**src/rtl/i2c_pad_conditioner.sv**
```systemverilog
// Pad-side conditioning for the I2C SCL/SDA lines: synchronise, deglitch, START/STOP and stuck-SCL detection.
// Optional statistics counters are built when I2C_PAD_CONDITIONER_STATS_EN is defined.
module i2c_pad_conditioner #(
  parameter int SYNC_STAGES   = 2,
  parameter int FILTER_LEN    = 4,
  parameter int STUCK_TIMEOUT = 65535
) (
  input  logic        wb_clk_i,
  input  logic        wb_rst_i,
  input  logic        scl_pad_i,
  input  logic        sda_pad_i,
`ifdef I2C_PAD_CONDITIONER_STATS_EN
  input  logic        stats_clr_i,
  output logic [15:0] start_cnt_o,
  output logic [15:0] glitch_cnt_o,
`endif
  output logic        scl_o,
  output logic        sda_o,
  output logic        start_det_o,
  output logic        stop_det_o,
  output logic        bus_busy_o,
  output logic        scl_stuck_o
);

  localparam int FW = $clog2(FILTER_LEN + 1);
  localparam int SW = $clog2(STUCK_TIMEOUT + 1);
  localparam logic [FW-1:0] FILT_LAST = FW'(FILTER_LEN - 1);
  localparam logic [SW-1:0] STUCK_MAX = SW'(STUCK_TIMEOUT);

  typedef enum logic {BUS_IDLE, BUS_BUSY} bus_state_t;

  logic [SYNC_STAGES-1:0] scl_sync;
  logic [SYNC_STAGES-1:0] sda_sync;
  logic [1:0]             synced;
  logic [1:0]             filt;
  logic [FW-1:0]          fcnt [2];
  logic                   scl_q;
  logic                   sda_q;
  logic                   start_cond;
  logic                   stop_cond;
  logic [SW-1:0]          stuck_cnt;
  bus_state_t             bus_state;
  bus_state_t             bus_next;

  always_ff @(posedge wb_clk_i) begin
    if (wb_rst_i) begin
      scl_sync <= '1;
      sda_sync <= '1;
    end else begin
      scl_sync <= {scl_sync[SYNC_STAGES-2:0], scl_pad_i};
      sda_sync <= {sda_sync[SYNC_STAGES-2:0], sda_pad_i};
    end
  end

  // Index 0 is SCL, index 1 is SDA throughout the filter.
  assign synced = {sda_sync[SYNC_STAGES-1], scl_sync[SYNC_STAGES-1]};

  always_ff @(posedge wb_clk_i) begin
    if (wb_rst_i) begin
      filt <= 2'b11;
      for (int i = 0; i < 2; i++) begin
        fcnt[i] <= '0;
      end
    end else begin
      for (int i = 0; i < 2; i++) begin
        if (synced[i] != filt[i]) begin
          if (fcnt[i] == FILT_LAST) begin
            filt[i] <= synced[i];
            fcnt[i] <= '0;
          end else begin
            fcnt[i] <= fcnt[i] + 1'b1;
          end
        end else begin
          fcnt[i] <= '0;
        end
      end
    end
  end

  assign scl_o = filt[0];
  assign sda_o = filt[1];

  // A simultaneous SCL change breaks the scl_q/scl_o both-high condition, so it is neither START nor STOP.
  assign start_cond = sda_q & ~sda_o & scl_q & scl_o;
  assign stop_cond  = ~sda_q & sda_o & scl_q & scl_o;

  always_ff @(posedge wb_clk_i) begin
    if (wb_rst_i) begin
      scl_q       <= 1'b1;
      sda_q       <= 1'b1;
      start_det_o <= 1'b0;
      stop_det_o  <= 1'b0;
    end else begin
      scl_q       <= scl_o;
      sda_q       <= sda_o;
      start_det_o <= start_cond;
      stop_det_o  <= stop_cond;
    end
  end

  always_ff @(posedge wb_clk_i) begin
    if (wb_rst_i) begin
      bus_state <= BUS_IDLE;
    end else begin
      bus_state <= bus_next;
    end
  end

  always_comb begin
    bus_next = bus_state;
    if (stop_cond) begin
      bus_next = BUS_IDLE;
    end else if (start_cond) begin
      bus_next = BUS_BUSY;
    end
  end

  assign bus_busy_o = (bus_state == BUS_BUSY);

  always_ff @(posedge wb_clk_i) begin
    if (wb_rst_i) begin
      stuck_cnt <= '0;
    end else if (!scl_o) begin
      if (stuck_cnt != STUCK_MAX) begin
        stuck_cnt <= stuck_cnt + 1'b1;
      end
    end else begin
      stuck_cnt <= '0;
    end
  end

  assign scl_stuck_o = (stuck_cnt == STUCK_MAX);

`ifdef I2C_PAD_CONDITIONER_STATS_EN
  logic [1:0]  glitch;
  logic [16:0] glitch_sum;

  // A glitch is a pending flip that was abandoned because the line settled back.
  always_comb begin
    glitch = 2'b00;
    for (int i = 0; i < 2; i++) begin
      glitch[i] = (synced[i] == filt[i]) && (fcnt[i] != '0);
    end
  end

  assign glitch_sum = {1'b0, glitch_cnt_o} + 17'(glitch[0]) + 17'(glitch[1]);

  always_ff @(posedge wb_clk_i) begin
    if (wb_rst_i || stats_clr_i) begin
      start_cnt_o  <= '0;
      glitch_cnt_o <= '0;
    end else begin
      if (start_cond && start_cnt_o != 16'hFFFF) begin
        start_cnt_o <= start_cnt_o + 1'b1;
      end
      glitch_cnt_o <= glitch_sum[16] ? 16'hFFFF : glitch_sum[15:0];
    end
  end
`endif

endmodule

```
**config.mk**
```make
export PLATFORM = sky130hd
export DESIGN_NAME = i2c_pad_conditioner
export DESIGN_NICKNAME = d
export VERILOG_FILES = /design/src/rtl/i2c_pad_conditioner.sv
export SDC_FILE = /design/constraint.sdc
export NUM_CORES = 1
export LEC_CHECK = 0
export CELL_PAD_IN_SITES_DETAIL_PLACEMENT = 0
export CELL_PAD_IN_SITES_GLOBAL_PLACEMENT = 2
export CORE_MARGIN = 5
export CORE_UTILIZATION = 36
export CTS_CLUSTER_SIZE = 12
export DETAILED_ROUTE_END_ITERATION = 8
export GPL_TIMING_DRIVEN = 0
export PLACE_DENSITY = 0.72
export RECOVER_POWER = 25
export SYNTH_ARGS = -nofsm -noshare
export SYNTH_HDL_FRONTEND = slang
export SYNTH_SLANG_ARGS = --single-unit
```
**constraint.sdc**
```tcl
create_clock -name wb_clk_i -period 2.7 [get_ports wb_clk_i]
set_input_delay 0.81 -clock wb_clk_i [delete_from_list [all_inputs] [get_ports wb_clk_i]]
set_output_delay 0.81 -clock wb_clk_i [all_outputs]
set_load 0.05 [all_outputs]
```
# Yosys cells after proc, flatten, opt, wreduce, memory -nomap -nowiden
# Memories as Yosys holds them, arrays and structs flattened.
# Cells that the tools add are included.
# word_totals
mem_bits_rw	6
mem_count	1
register_bits	27
elab_cells	68
in_bits	4
out_inout_bits	6
# classes
reduce_logical	4
n_bitwise	14
n_addsub	3
muxes	30
n_eq_ne	6
# memory_table
name	depth	word_bits	rd	rd_ports_with_merged_regs	wr	line	text
fcnt	2	3	2	0	2	36	logic [FW-1:0] fcnt [2];
# op_table
op	count
$mux 1	24
$mux 3	6
$add 16x1->16 const B	1
$eq 16x16->1 const B	1
$ne 16x16->1 const B	1
$add 3x1->3 const B	2
$and 1x1->1	6
$eq 3x2->1 const B	2
$or 1x1->1	6
$reduce_and 2->1	2
$reduce_or 2->1	2
$ne 1x1->1	2
$not 1->1	2

# Longest topological paths before layout
# Gate-level depths: netlist of the first run.
# depth
depth_word	8
mapped_depth	8
depth_no_buf	6

# Worst setup path after synthesis of the first run
# Ideal clock, no wire load.
# synth_timing
kind	flip-flop to output port
start	register stuck_cnt[0]
end	output scl_stuck_o
path_slack_ps	306
t_arrival_ps	1584
t_required_ps	1890
path_buffers	2
path_stages_with_launch	7
cell_sequence	dfxtp_1 -> ha_1 -> nand4_2 -> or4_1 -> buf_6 -> clkinv_4 -> buf_12
# synth_via
elab_chain_cells	1
# synth_lines
item	line	text
start, declared	41	logic [SW-1:0] stuck_cnt;
start signal, assigned	125	stuck_cnt <= stuck_cnt + 1'b1;
$eq 16x16->1	132	assign scl_stuck_o = (stuck_cnt == STUCK_MAX);
end, declared	22	output logic scl_stuck_o
# No other way between the ends.

# Final worst setup path of the first run
# Ends and elaborated chain as after synthesis.

==> impl_summary.log, run 1 <==
INFO  metric status = completed
INFO  metric path_clk_slew = around 0.070 ns
INFO  metric largest_net_degree_at_the_start_of_global_routing = 11
INFO  metric first_global_vias = 1060
INFO  metric layoutNonFillerInstCount = about 230
INFO  metric layout_setup_ws = around 0.11 ns
INFO  metric cells_along_the_critical_path = ha_4 -> nand4_4 -> or4_4 -> clkinv_4 -> buf_12
INFO  metric synth.avg_cell_area = slightly below 10 µm²
INFO  metric power = 0.910 mW
INFO  metric report.final.slew_viol_count = 0
INFO  metric area_growth = 22.4%
INFO  metric detailroute.via_count = 1097
INFO  metric clock_tree.root_cell = sky130_fd_sc_hd__clkbuf_8
INFO  metric drt-initial-drc-count = 49
INFO  metric gr-total-overflow = 0
INFO  metric cts_made_buffers = 5
INFO  metric chipHeight = 73.5 µm
INFO  metric synthCells = 147
INFO  metric drive_above_1_share = 18.9%
INFO  metric ant_nets = 0
INFO  metric worst-r2r-setup-slack = 0.94 ns
INFO  metric hold_start = scl_sync[0]$_SDFF_PP1_
INFO  metric gp_congestion = approximately 0.78
INFO  metric r2r_cells = 6
INFO  metric final_area = 0.00178 mm²
INFO  metric total_leakage_power = 0.632 nW
INFO  metric synth_seq_cells = 33
INFO  metric netlist-cell-type-count = 43
INFO  metric critical_path.max_stage_delay = 0.59 ns
INFO  metric slew_headroom = 64.8%
INFO  metric power_density = between 500 and 600 mW/mm²
INFO  metric floorplan.rows = 23
INFO  metric die_width = 73.5 µm
INFO  metric numPortBuffers = 9
INFO  metric fp.dieArea = 0.00540 mm²
INFO  metric max_cap_violations = 0
INFO  metric preCtsSetupSlack = -0.596 ns
INFO  metric reg2reg_to = stuck_cnt[0]$_SDFFE_PP0N_
INFO  metric nets = ~180
INFO  metric nFillCells = 392
INFO  metric global_route_wire_length_before_repair = 4840 µm
INFO  metric avgViaCountPerCell = 4.88
INFO  metric drc = 0
INFO  metric clock_tree.buffer_depth = 2
INFO  metric mapped_cell_area = 0.00145 mm²
INFO  metric kind_of_start_point_of_the_critical_path = flip-flop
INFO  metric regArea = 728 µm²
INFO  metric worst_slew_pin_tran = approximately 0.53 ns
INFO  metric cts_max_level = 2
INFO  metric final-hold-violation-count = 0
INFO  metric worst_setup_path_class = flip-flop to output port
INFO  metric period_share = a little over nine tenths
INFO  metric grt_setup_unrepaired = false
INFO  metric sequential_to_total_area_share_from_yosys_stat = 49.7%
INFO  metric slowest_stage = sky130_fd_sc_hd__or4_4
INFO  metric finalWirelength = 2740 µm
INFO  metric mostFrequentLayoutCells = 25 x sky130_fd_sc_hd__dfxtp_1, 14 x sky130_fd_sc_hd__nor2_1, 10 x sky130_fd_sc_hd__inv_1
INFO  metric clock_latency = approximately 0.28 ns
INFO  metric rr_startpoint = stuck_cnt[0]$_SDFFE_PP0N_
INFO  metric dpl-instance-area = 0.00162 mm²
INFO  metric holdCritPathClass = flip-flop to flip-flop
INFO  metric fmaxAchievable = about 0.39 GHz
INFO  metric clock_sinks = 33
INFO  metric area_of_the_multi_input_gates = between 600 and 700 µm²
INFO  metric cp.required = 1.89 ns
INFO  metric most_common_cell_after_layout_fill_and_taps_aside = sky130_fd_sc_hd__dfxtp_1
INFO  metric grt_antenna_before_repair = 0
INFO  metric clock-skew-final = between 0.005 and 0.006 ns
INFO  metric dp.final_hpwl = 1890 µm
INFO  metric floorplan.initialDensity = 36.8%
INFO  metric setup_tns = 0 ns
INFO  metric core-area = 0.00394 mm²
INFO  metric routed_wire_length_per_instance = 12.2 µm
INFO  metric yosys_warns = 0
INFO  metric worstPathArrival = 1.78 ns
INFO  metric numPlacedInstances = 211
INFO  metric final-setup-viol-count = 0
INFO  metric hold_end = scl_sync[1]$_SDFF_PP1_
INFO  metric global_route.usage.total = roughly an eighth
INFO  metric min_delay_path_depth = 1
INFO  metric diode_count = 0
INFO  metric max-vdd-ir-drop = 0.000311 V
INFO  metric detailedRoute.firstPassIterationCount = 4
INFO  metric cts-hold-fix-buffers = 0
INFO  metric tritoncts = yes
INFO  metric cp-end-kind = output port
INFO  metric period_minus_slack = 2.59 ns
INFO  metric io_pins = 10
INFO  metric critical_path.max_fanout = 12
## cells in the mapped netlist (all sizes together)
| master | count | area, µm² |
|---|---|---|
| mux2i | 1 | 10.0 |
| o31ai | 1 | 7.51 |
| o41ai | 1 | 8.76 |
| o311ai | 1 | 8.76 |
| nor4b | 1 | 8.76 |
| nor2b | 3 | 18.8 |
| a21o | 1 | 7.51 |
| a211oi | 2 | 15.0 |
| nand2 | 6 | 22.5 |
| conb | 1 | 3.75 |
| nand4 | 5 | 43.8 |
| a41oi | 1 | 8.76 |
| ha | 5 | 62.6 |
| nor2 | 14 | 52.6 |
| buf | 3 | 35.0 |
| xor2 | 1 | 8.76 |
| dfxtp | 27 | 541 |
| o21ai | 5 | 25.0 |
| inv | 10 | 37.5 |
| xnor2 | 6 | 52.6 |
| or3 | 5 | 31.3 |
| nor4 | 4 | 25.0 |
| nor3 | 4 | 25.0 |
| clkinv | 1 | 8.76 |
| and3 | 2 | 12.5 |
| a21oi | 9 | 48.8 |
| or4 | 2 | 15.0 |
| nand3 | 4 | 25.0 |
| clkbuf | 2 | 7.51 |
| a211o | 2 | 17.5 |
| edfxtp | 6 | 180 |
| and4 | 1 | 8.76 |
| or2 | 7 | 43.8 |
| nand4b | 1 | 8.76 |
| o211ai | 1 | 7.51 |
| a31oi | 1 | 6.26 |
## through the flow
stage	util, %	hold slack, ns
2_1_floorplan	-	0.389
3_3_place_gp	41.1	0.391
3_5_place_dp	41.1	0.407
4_1_cts	44.2	0.423
5_1_grt	45.0	0.433
6_report	45.0	0.420
## how the worst max path moves through the flow
stage / start / to / slack, ns
after floorplan: stuck_cnt[0]$_SDFFE_PP0N_ / scl_stuck_o / 0.31
after global placement: stuck_cnt[0]$_SDFFE_PP0N_ / scl_stuck_o / -0.62
after detailed placement: stuck_cnt[0]$_SDFFE_PP0N_ / scl_stuck_o / -0.60
after CTS: stuck_cnt[1]$_SDFFE_PP0N_ / scl_stuck_o / 0.01
after global routing: stuck_cnt[1]$_SDFFE_PP0N_ / scl_stuck_o / 0.04
final: stuck_cnt[0]$_SDFFE_PP0N_ / scl_stuck_o / 0.11
## kinds of logic (layout without fill, tap and decap cells)
group	after synthesis	count (layout)	synth area share, %
and+or+nand+nor	59	59	23.6
DFF	33	33	49.7
AOI/OAI and AO/OA	25	25	11.1
buffers and inverters	16	39	6.13
xor gates and xnor gates	7	7	4.23
adders and majority gates	5	5	4.31
other	1	6	0.259
muxes	1	1	0.690
## routing by layer
metal,track usage [%],vias to the layer above,wire (µm)
met5,0,-,0
met4,6.64,0,55
met3,3.42,6,141
met2,19.1,16,1260
met1,14.1,502,1280
li1,-,573,-
## flip-flops by register name (all words and copies together), names as in the netlist
register,count
bus_busy_o,1
fcnt,6
filt,2
scl_q,1
scl_sync,2
sda_q,1
sda_sync,2
start_det_o,1
stop_det_o,1
stuck_cnt,16
## worst max-delay path: cells and delay by family (launching register included)
kind                     cells  cell delay, ns
adder cells (fa/ha/maj)      1            0.15
AND/OR/NAND/NOR              2            0.70
flip-flops                   1            0.37
buffers and inverters        2            0.27
## report_power, final
part	internal (mW)	switching (mW)
Clock	0.178	0.173
Combinational	0.0187	0.0240
Sequential	0.510	0.00600
Total	0.707	0.203
## final cells by class
cell class                      count  area share (%)
Buffer                              3           0.634
Clock buffer                        6            4.09
Clock inverter                      2           0.564
Inverter                           11            2.61
Multi-Input combinational cell    103            38.5
Sequential cell                    33            41.0
Tap cell                           50            3.52
Timing Repair Buffer               17            9.02
## repair_timing
item / CTS / global route
endpoints found under the setup margin: 1 / 1
pin swaps: 2 / 3
gates resized for setup: 17 / 0
setup buffers: 1 / 7
Power figures use the tool's default switching activity.
==> inputs of run 2 (changes only) <==
- CORE_ASPECT_RATIO: unset -> 1.4
- TNS_END_PERCENT: unset -> 100
==> run 2 against run 1 <==
Register-to-register slack lost 0.06 ns. Maximum frequency shrank 1.1%. Critical path depth rose by 1. Power rose by 1.2%. Wire length up 1.9%. Clock power is 3% higher. Non-clock buffer count decreased by 3. First-iteration DRC count fell by 67%. Worst setup slack lost 0.028 ns. Hold slack got worse by 0.011 ns. Clock-buffer cell count is 1 lower. Critical endpoint unchanged. Largest power group unchanged.
==> impl_summary.log, run 2 (synthesized netlist as in run 1, its figures left out) <==
INFO  metric status = completed (unchanged)
INFO  metric floorplan.initialDensity = 37.0% (was 36.8%)
INFO  metric area_growth = 21.5% (was 22.4%)
INFO  metric kind_of_start_point_of_the_critical_path = flip-flop (unchanged)
INFO  metric core-area = 0.00392 mm² (was 0.00394 mm²)
INFO  metric critical_path.max_stage_delay = 0.54 ns (was 0.59 ns)
INFO  metric drive_above_1_share = 19.8% (was 18.9%)
INFO  metric largest_net_degree_at_the_start_of_global_routing = 12 (was 11)
INFO  metric routed-wl-met3 = 118 µm (was 141 µm)
INFO  metric cp.required = 1.89 ns (about the same)
INFO  metric numPlacedInstances = 204 (was 211)
INFO  metric cp-end-kind = output port (unchanged)
INFO  metric clock_sinks = 33 (unchanged)
INFO  metric avgViaCountPerCell = 5.13 (was 4.88)
INFO  metric total_leakage_power = 0.622 nW (was 0.632 nW)
INFO  metric finalWirelength = 2790 µm (was 2740 µm)
INFO  metric path_buf_inv = 3 (was 2)
INFO  metric clock_tree.buffer_depth = 2 (unchanged)
INFO  metric period_share = 97.0% (was 96.0%)
INFO  metric numPortBuffers = 9 (unchanged)
INFO  metric global_route.usage.total = 11.8% (was 11.9%)
INFO  metric fp.dieArea = 0.00542 mm² (was 0.00540 mm²)
INFO  metric diode_count = 0 (unchanged)
INFO  metric slowest_stage = sky130_fd_sc_hd__or4_4 (unchanged)
INFO  metric detailedRoute.firstPassIterationCount = 4 (unchanged)
INFO  metric worst-r2r-setup-slack = 0.88 ns (was 0.94 ns)
INFO  metric cells_along_the_critical_path = ha_4 -> nand4_4 -> or4_4 -> clkinv_4 -> buf_12 -> buf_12 (was ha_4 -> nand4_4 -> or4_4 -> clkinv_4 -> buf_12)
INFO  metric r2r_cells = 4 (was 6)
INFO  metric cp.depth = 6 (was 5)
INFO  metric clock_tree.root_cell = sky130_fd_sc_hd__clkbuf_8 (unchanged)
INFO  metric power_density = 523 mW/mm² (was 513 mW/mm²)
INFO  metric worstPathArrival = 1.81 ns (was 1.78 ns)
INFO  metric gp_congestion = 0.758 (was 0.781)
INFO  metric fmaxAchievable = 0.382 GHz (was 0.386 GHz)
INFO  metric reg2reg_to = stuck_cnt[7]$_SDFFE_PP0N_ (was stuck_cnt[0]$_SDFFE_PP0N_)
INFO  metric layoutNonFillerInstCount = 215 (was 225)
INFO  metric largest_registers = stuck_cnt: 16 flops, fcnt: 6 flops (unchanged)
INFO  metric holdCritPathClass = flip-flop to flip-flop (unchanged)
INFO  metric post-route-util = 45.0% (about the same)
INFO  metric clock_latency = 0.28 ns (about the same)
INFO  metric first_global_vias = 1113 (was 1060)
INFO  metric rr_startpoint = stuck_cnt[2]$_SDFFE_PP0N_ (was stuck_cnt[0]$_SDFFE_PP0N_)
INFO  metric flip_flop_count_of_the_largest_register_all_copies_and_words_added = 16 (unchanged)
INFO  metric min_delay_path_depth = 1 (unchanged)
INFO  metric ant_nets = 0 (unchanged)
INFO  metric cts_max_level = 2 (unchanged)
INFO  metric slew_headroom = 64.7% (was 64.8%)
INFO  metric max-vdd-ir-drop = 0.000357 V (was 0.000311 V)
INFO  metric global_route_wire_length_before_repair = 5120 µm (was 4840 µm)
INFO  metric io_pins = 10 (unchanged)
INFO  metric die_width = 63.6 µm (was 73.5 µm)
INFO  metric max_flop_register = stuck_cnt (unchanged)
INFO  metric worst_path_dominant_cell_family = simple AND/OR/NAND/NOR gates (unchanged)
INFO  metric nets = 180 (was 183)
INFO  metric most_common_cell_after_layout_fill_and_taps_aside = sky130_fd_sc_hd__dfxtp_1 (unchanged)
INFO  metric cp_common_cell = sky130_fd_sc_hd__buf_12
INFO  metric tritoncts = yes (unchanged)
INFO  metric period_minus_slack = 2.62 ns (was 2.59 ns)
INFO  metric final-hold-violation-count = 0 (unchanged)
INFO  metric cp-endpoint = scl_stuck_o (unchanged)
INFO  metric clock-skew-final = 0.00410 ns (was 0.00567 ns)
INFO  metric met2_routed_wirelength = 1420 µm (was 1260 µm)
INFO  metric critical_path.max_fanout = 10 (was 12)
INFO  metric max_cap_violations = 0 (unchanged)
INFO  metric worst_slew_pin_tran = 0.529 ns (was 0.528 ns)
INFO  metric cp-startpoint = stuck_cnt[0]$_SDFFE_PP0N_ (unchanged)
INFO  metric routed_wire_length_per_instance = 13.0 µm (was 12.2 µm)
INFO  metric cts-hold-fix-buffers = 0 (unchanged)
INFO  metric path_clk_slew = 0.07 ns (about the same)
INFO  metric drt-initial-drc-count = 16 (was 49)
INFO  metric mostFrequentLayoutCells = 22 x sky130_fd_sc_hd__dfxtp_1, 14 x sky130_fd_sc_hd__nor2_1, 10 x sky130_fd_sc_hd__inv_1 (was 25 x sky130_fd_sc_hd__dfxtp_1, 14 x sky130_fd_sc_hd__nor2_1, 10 x sky130_fd_sc_hd__inv_1)
INFO  metric dp.final_hpwl = 1960 µm (was 1890 µm)
INFO  metric floorplan.rows = 27 (was 23)
INFO  metric worst_setup_path_class = flip-flop to output port (unchanged)
INFO  metric report.final.slew_viol_count = 0 (unchanged)
INFO  metric grt_antenna_before_repair = 0 (unchanged)
INFO  metric cts_made_buffers = 5 (unchanged)
INFO  metric grt_setup_unrepaired = false (unchanged)
INFO  metric dr.max_layer_used = met4 (unchanged)
INFO  metric detailroute.via_count = 1104 (was 1097)
INFO  metric drc = 0 (unchanged)
INFO  metric final-setup-viol-count = 0 (unchanged)
INFO  metric chipHeight = 85.1 µm (was 73.5 µm)
INFO  metric gr-total-overflow = 0 (unchanged)
INFO  metric m1WireLength = 1200 µm (was 1280 µm)
==> run 2: cell types whose count changed in the layout (fill, tap and decap cells not counted) <==
cell,delta
sky130_fd_sc_hd__clkbuf_1,-1
sky130_fd_sc_hd__buf_12,+1
sky130_fd_sc_hd__clkinvlp_4,+1
sky130_fd_sc_hd__dfxtp_4,-1
sky130_fd_sc_hd__buf_4,-4
sky130_fd_sc_hd__dfxtp_1,-3
sky130_fd_sc_hd__dfxtp_2,+4
==> run 2: worst reg2reg max path, delay by kind of cell, from the launching register on <==
family,cells,cell delay [ns]
AO/OA/AOI/OAI,1,0.15
flip-flops,1,0.48
AND/OR/NAND/NOR,3,1.11
==> run 2: per-layer routing <==
layer / up-vias / GRT usage, %
met5: - / 0
met4: 0 / 5.10
met3: 7 / 4.24
met2: 17 / 20.4
met1: 516 / 12.7
li1: 564 / -
==> run 2: timing repair <==
action,CTS,global route
setup buffers,4,0
setup endpoints to repair,1,1
pin swaps,2,1
cloned,0,0
gates resized for setup,17,2
==> run 2: metrics by stage <==
stage / power [mW] / setup TNS, ns / area [µm²] / setup slack, ns / hold slack, ns
2_1_floorplan: 0.556 / 0 / 1470 / 0.306 / 0.389
3_3_place_gp: 0.570 / -0.599 / 1610 / -0.599 / 0.399
3_5_place_dp: 0.572 / -0.601 / 1610 / -0.601 / 0.395
4_1_cts: 0.940 / 0 / 1760 / 0.0292 / 0.413
5_1_grt: 0.970 / 0 / 1760 / 0.0208 / 0.425
6_report: 0.922 / 0 / 1760 / 0.0800 / 0.410
==> run 2: area by class of cell <==
type,instances,area [µm²]
sequential,33,729
multi-input combinational,103,684
fill,398,2160
tap,43,53.8
inverter,11,46.3
buffer,4,31.3
timing repair buffer,13,130
clock buffer,5,68.8
clock inverter,3,17.5
==> run 2: worst min-delay path by stage <==
stage          slack [ns]                      to                    from
5_1_grt              0.42  scl_sync[1]$_SDFF_PP1_  scl_sync[0]$_SDFF_PP1_
6_report             0.41  scl_sync[1]$_SDFF_PP1_  scl_sync[0]$_SDFF_PP1_
2_1_floorplan        0.39  scl_sync[1]$_SDFF_PP1_  scl_sync[0]$_SDFF_PP1_
3_3_place_gp         0.40  scl_sync[1]$_SDFF_PP1_  scl_sync[0]$_SDFF_PP1_
4_1_cts              0.41  scl_sync[1]$_SDFF_PP1_  scl_sync[0]$_SDFF_PP1_
3_5_place_dp         0.39  scl_sync[1]$_SDFF_PP1_  scl_sync[0]$_SDFF_PP1_
==> run 2: where the power goes <==
| part | total [mW] | switching [mW] | internal [mW] |
|---|---|---|---|
| Clock | 0.362 | 0.184 | 0.178 |
| Sequential | 0.517 | 0.00584 | 0.511 |
| Combinational | 0.0427 | 0.0240 | 0.0186 |
| Total | 0.922 | 0.214 | 0.707 |
==> inputs of run 3 (changes only) <==
- CTS_CLUSTER_SIZE: 12 -> unset
==> results of run 3 <==
Final layout, timing and power as in run 2 (identical DEF).
